File: src/rtl/cdf_pkg.sv
// cdf_pkg: shared CDF table layout constants and builder state encoding; no ports
package cdf_pkg;
  localparam int CDF_WORDS = 64;
  localparam int BINS_PER_WORD = 4;
  localparam int LANE_W = 32;
  localparam int CNT_W = 20;
  localparam logic [19:0] SAT_MAX = 20'hFFFFF;
  typedef enum logic [1:0] {IDLE, RUN, DRAIN, FIN} state_e;
endpackage

File: src/rtl/cdf_lane_adder.sv
// cdf_lane_adder: saturating 4-lane prefix sum; in cin_i (carry sum), cnt_i (packed counts); out cdf_o (packed prefixes), cout_o, first_idx_o/first_val_o (first nonzero lane, value 0 if none)
module cdf_lane_adder import cdf_pkg::*; #(
  parameter int W = CNT_W
) (
  input  logic [W-1:0]               cin_i,
  input  logic [BINS_PER_WORD*W-1:0] cnt_i,
  output logic [BINS_PER_WORD*W-1:0] cdf_o,
  output logic [W-1:0]               cout_o,
  output logic [1:0]                 first_idx_o,
  output logic [W-1:0]               first_val_o
);
  logic [W:0]   s;
  logic [W-1:0] run;
  always_comb begin
    cdf_o = '0;
    first_idx_o = '0;
    first_val_o = '0;
    s = '0;
    run = cin_i;
    for (int i = 0; i < BINS_PER_WORD; i++) begin
      s = {1'b0, run} + {1'b0, cnt_i[i*W +: W]};
      run = s[W] ? '1 : s[W-1:0];
      cdf_o[i*W +: W] = run;
      if (first_val_o == '0 && run != '0) begin
        first_idx_o = 2'(i);
        first_val_o = run;
      end
    end
    cout_o = run;
  end
endmodule

File: src/rtl/cdf_builder.sv
// cdf_builder: streams histogram from M1SP, writes saturating CDF to M2SP; in clock/reset_n/start/M1SP_ReadBus; out M1SP_ReadAddress, M2SP_Write{Bus,Address,Enable}, CdfMin, divisor, done
module cdf_builder import cdf_pkg::*; #(
  parameter int CNT_W = 20,
  parameter int WORDS = 64
) (
  input  logic             clock,
  input  logic             reset_n,
  input  logic             start,
  input  logic [127:0]     M1SP_ReadBus,
  output logic [15:0]      M1SP_ReadAddress,
  output logic [127:0]     M2SP_WriteBus,
  output logic [15:0]      M2SP_WriteAddress,
  output logic             M2SP_WriteEnable,
  output logic [CNT_W-1:0] CdfMin,
  output logic [CNT_W-1:0] divisor,
  output logic             done
);
  localparam int AW = $clog2(WORDS);
  localparam int PAD_W = LANE_W - CNT_W;
  localparam logic [AW-1:0] LAST = AW'(WORDS - 1);
  state_e state_q, state_d;
  logic [AW-1:0] addr_q, rd_idx_q, wr_addr_q;
  logic vld_q, we_q, found_q;
  logic [CNT_W-1:0] sum_q, min_q, div_q, carry, first_val, diff;
  logic [1:0] first_idx;
  logic [BINS_PER_WORD*CNT_W-1:0] cnt, cdf;
  logic [BINS_PER_WORD*PAD_W-1:0] unused_pad;
  logic [127:0] wbus_q, wbus_d;
  always_comb begin
    cnt = '0;
    unused_pad = '0;
    wbus_d = '0;
    for (int i = 0; i < BINS_PER_WORD; i++) begin
      cnt[i*CNT_W +: CNT_W] = M1SP_ReadBus[i*LANE_W +: CNT_W];
      unused_pad[i*PAD_W +: PAD_W] = M1SP_ReadBus[i*LANE_W+CNT_W +: PAD_W];
      wbus_d[i*LANE_W +: CNT_W] = cdf[i*CNT_W +: CNT_W];
    end
  end
  cdf_lane_adder #(.W(CNT_W)) u_lanes (
    .cin_i      (sum_q),
    .cnt_i      (cnt),
    .cdf_o      (cdf),
    .cout_o     (carry),
    .first_idx_o(first_idx),
    .first_val_o(first_val)
  );
  assign diff = sum_q - min_q;
  always_comb begin
    state_d = state_q;
    done = 1'b0;
    state_d = (state_q == IDLE && start) ? RUN :
              (state_q == RUN && addr_q == LAST) ? DRAIN :
              (state_q == DRAIN && we_q && wr_addr_q == LAST) ? FIN :
              (state_q == FIN) ? IDLE : state_q;
    done = state_q == FIN;
  end
  always_ff @(posedge clock or negedge reset_n) begin
    if (!reset_n) begin
      state_q <= IDLE;
      addr_q <= '0;
      rd_idx_q <= '0;
      wr_addr_q <= '0;
      vld_q <= 1'b0;
      we_q <= 1'b0;
      found_q <= 1'b0;
      sum_q <= '0;
      min_q <= '0;
      div_q <= '0;
      wbus_q <= '0;
    end else begin
      state_q <= state_d;
      vld_q <= state_q == RUN;
      rd_idx_q <= addr_q;
      we_q <= vld_q;
      if (vld_q) begin
        wbus_q <= wbus_d;
        wr_addr_q <= rd_idx_q;
        sum_q <= carry;
        if (!found_q && first_val != '0) begin
          found_q <= 1'b1;
          min_q <= cdf[first_idx*CNT_W +: CNT_W];
        end
      end
      if (state_q == IDLE && start) begin
        addr_q <= '0;
        sum_q <= '0;
        min_q <= '0;
        found_q <= 1'b0;
      end else if (state_q == RUN && addr_q != LAST) begin
        addr_q <= addr_q + 1'b1;
      end else if (state_q == FIN) begin
        addr_q <= '0;
      end
      if (state_q == DRAIN && state_d == FIN) div_q <= (diff == '0) ? CNT_W'(1) : diff;
    end
  end
  assign M1SP_ReadAddress = 16'(addr_q);
  assign M2SP_WriteBus = wbus_q;
  assign M2SP_WriteAddress = 16'(wr_addr_q);
  assign M2SP_WriteEnable = we_q;
  assign CdfMin = min_q;
  assign divisor = div_q;
endmodule

File: config.mk
export PLATFORM = sky130hd
export DESIGN_NAME = cdf_builder
export DESIGN_NICKNAME = d
export VERILOG_FILES = /design/src/rtl/cdf_pkg.sv /design/src/rtl/cdf_lane_adder.sv /design/src/rtl/cdf_builder.sv
export SDC_FILE = /design/constraint.sdc
export NUM_CORES = 1
export LEC_CHECK = 0
export BUFFER_PORTS_ARGS = -buffer_cell sky130_fd_sc_hd__buf_2
export CAP_MARGIN = 20
export CORE_UTILIZATION = 55
export CTS_BUF_LIST = sky130_fd_sc_hd__clkbuf_8
export DETAILED_ROUTE_END_ITERATION = 6
export MAX_ROUTING_LAYER = met4
export PLACE_DENSITY = 0.87
export SYNTH_ARGS = -nofsm -noshare
export SYNTH_HDL_FRONTEND = slang
export SYNTH_SLANG_ARGS = --single-unit
File: constraint.sdc
create_clock -name clock -period 21.6 [get_ports clock]
set_input_delay 1.08 -clock clock [delete_from_list [all_inputs] [get_ports clock]]
set_output_delay 1.08 -clock clock [all_outputs]
set_load 0.05 [all_outputs]
==> results_dict.tcl <==
set metrics [dict create \
    final_net_count 2020 \
    grt_pass1_wl_mm 67.55 \
    fin_setup_tns_ns 0 \
    critical_path.reg2reg.endpoint "CdfMin[8]" \
    num_vias 13421 \
    grt_overflow_total 0 \
    hold_class "reg2reg" \
    finalHoldViolations 0 \
    fillCellCount 2116 \
    port-buffer-count 216 \
    worst_skew_pair.late_latency_ns 0.50 \
    routedWlPerCell_um 20.81 \
    ff_latch_area_um2 4083 \
    synth_sequential_area_ratio_pct 29.82 \
    post_layout_nonfiller_instances 2122 \
    die_y_um 159.7 \
    cp_max_fo 22 \
    finalWorstSetupSlack_ns 8.660 \
    clock_buffer_depth 2 \
    timing.hold.worst.start "addr_q[5]" \
    tightest_pin_transition_ns 1.127 \
    timing.final.setup_violations 0 \
    synthCells 1612 \
    netlist_area_um2 13680 \
    area_of_the_core_um2 24390 \
    grt_antenna_before_repair 1 \
    tritoncts "yes" \
    cts_root_buffer "clkbuf_8" \
    cts-resized-gates 0 \
    synth_async_sr_flop_share_pct 100.0 \
    first_global_vias 12235 \
    drt_wl_total_mm 44.16 \
    timing_max_transition_violations_final 0 \
    post_cts_hold_buffer_count 0 \
    holdPathStages 0 \
    combined_area_of_the_multi_input_logic_cells_um2 8761 \
    clock.fmax_mhz 77.28 \
    clock-sinks 163 \
    crit_path_start_kind "input port" \
    htree_num_levels 4 \
    syn_avg_cell_area_um2 8.486 \
    slew-limit-headroom_pct 24.11 \
    critical_path_required_ns 21.93 \
    synth-edff-count 0 \
    worst_setup_hold_path_clk_slew_ns 0.11 \
    max-cap-violations 0 \
    die_outline_area_um2 25510 \
    core.rowCount 57 \
    die_w_um 159.7 \
    crit_slowest_cell "o211ai_2" \
    status "finished, final reports clean" \
    r2r_cells 35 \
    grt_usage_pct 35.15 \
    fin_skew_ns 0.01654 \
    yosys_warnings 0 \
    placed_cells 2088 \
    maximum_number_of_pins_on_one_net_before_global_route_repair 88 \
    synth_seq_cells 163 \
    layout-drive-gt1-share_pct 19.37 \
    detail_route.first_pass.iterations 6 \
    synthFlopType "dfrtp_1" \
    crit_type "in2reg" \
    design.portCount 333 \
    preCtsSetupSlack_ns 8.481 \
    vias_per_cell 6.325 \
    tritoncts.num_buffers 17 \
    crit_top_cell "ha_1" \
    floorplan.initialDensity_pct 56.08 \
    reg2reg_setup_slack_ns 8.89 \
    finalCritPeriodShare_pct 59.91 \
    slowest_stage_delay_cp_ns 0.80 \
    layout-area-overhead-vs-synth_pct 10.67 \
    detail_route.iter0.violations 1298 \
    cts_setup_buffers 0 \
    min_to "rd_idx_q[5]" \
    drc 0 \
    finalWeightedCongestion 1.016 \
    layout_min_cycle_time_ns 12.94 \
    route.antenna.remaining_nets 0 \
    grt_setup_unrepaired "false" \
    worst_setup_path_end_kind "register" \
    reg2reg_from "sum_q[0]" \
    critPathArrivalTime_ns 13.27 \
    dpl.hpwl_mm 34.84 \
    synthDistinctLibCells 93 \
    cell_type_contributing_the_most_total_cell_area_after_synthesis "dfrtp_1" \
    synthDominantCellAreaShare_pct 29.82 \
    netlist_top_cells_area "dfrtp_1 (30%), ha_1 (9.1%), a21oi_1 (4.6%)" \
]
[logic make-up after synthesis]
family / Yosys count / share of synthesized area, %
mux: 38 / 3.092
xor+xnor: 65 / 4.162
flops: 163 / 29.82
fa+ha+maj: 105 / 9.878
buf+inv: 216 / 7.976
compound gates: 534 / 26.85
simple gates: 490 / 18.20
other cells: 1 / 0.02741
[flip-flops by register name, indices dropped and copies added, names as in the netlist]
signal / count
vld_q: 1
state_q: 2
M2SP_WriteEnable: 1
addr_q: 6
divisor: 20
rd_idx_q: 6
found_q: 1
CdfMin: 20
wr_addr_q: 6
M2SP_WriteBus: 80
sum_q: 20
[cell usage after synthesis (all sizes together) (12+ instances only)]
cell    count
dfrtp     163
nor2      152
a21oi     130
o21ai     105
ha        100
nand2      92
buf        85
inv        78
clkbuf     53
nor3       41
a21o       36
a31oi      34
mux2       34
xor2       34
nand3      31
xnor2      31
a211oi     29
o21a       29
or3        25
and3       20
o211ai     19
or2        19
nand2b     17
nor2b      17
nand4      14
o21bai     13
and2       12
[cell usage in the layout, fill, tap and decap left out, types with 9 or more instances in the layout]
cell / n
and2_1: 11
a211o_1: 9
ha_1: 100
xor2_1: 34
inv_1: 78
dfrtp_1: 162
or2_2: 18
nand4_1: 13
o21a_1: 29
o21bai_1: 13
conb_1: 68
and4_1: 9
nor2_1: 152
nand3_1: 31
a31oi_1: 34
nand2b_1: 17
mux2_2: 34
o211ai_1: 17
buf_2: 215
a21o_1: 36
o21ai_1: 10
and3_1: 20
clkbuf_8: 17
a21oi_1: 126
or3_1: 25
xnor2_1: 31
nor2b_1: 17
nand2_1: 90
o21ai_0: 94
nor3_1: 38
a211oi_1: 29
o2111ai_1: 9
[metrics by stage]
step | hold slack (ns) | instance area, um2 | utilization (%)
floorplan | 0.3704 | 13930 | -
global placement | 0.4214 | 14680 | 60.19
detailed placement | 0.4346 | 14680 | 60.19
CTS | 0.4614 | 15110 | 61.95
global route | 0.4698 | 15140 | 62.07
finish | 0.4686 | 15140 | 62.07
[worst max-delay path, delay by kind of cell]
| kind | cells | cell delay (ns) |
|---|---|---|
| compound gates | 15 | 5.12 |
| simple gates | 13 | 4.68 |
| buf+inv | 2 | 0.24 |
| fa+ha+maj | 6 | 2.11 |
[worst max path at each step]
stage	start	endpoint	slack [ns]	cells after the start
2_1_floorplan	M1SP_ReadBus[0]	CdfMin[0]	11.07	44
3_3_place_gp	M1SP_ReadBus[0]	CdfMin[7]	8.78	37
3_5_place_dp	M1SP_ReadBus[0]	CdfMin[14]	8.48	36
4_1_cts	M1SP_ReadBus[0]	CdfMin[6]	8.98	36
5_1_grt	M1SP_ReadBus[0]	CdfMin[17]	7.99	36
6_report	M1SP_ReadBus[0]	CdfMin[8]	8.66	36
[metal layers]
metal / track usage [%] / wire length (um) / up-vias / share of wire (%)
met2: 51.67 / 19430 / 746 / 44
met3: 8.390 / 4684 / 151 / 11
li1: - / - / 6169 / -
met4: 16.17 / 2044 / 0 / 4.6
met1: 45.71 / 18000 / 6355 / 41
met5: - / 0 / - / 0
[area by class of cell]
class / instances / area share (%)
antenna: 1 / 0.01653
clock buffer: 17 / 1.545
clock inverter: 15 / 1.281
inverter: 78 / 1.934
multi-input combinational: 1300 / 57.87
sequential: 163 / 26.97
tap: 324 / 2.678
timing repair buffer: 224 / 7.711
Power is not shown: default switching activity piles up to over one toggle a cycle in this logic, so the estimate is an artifact.
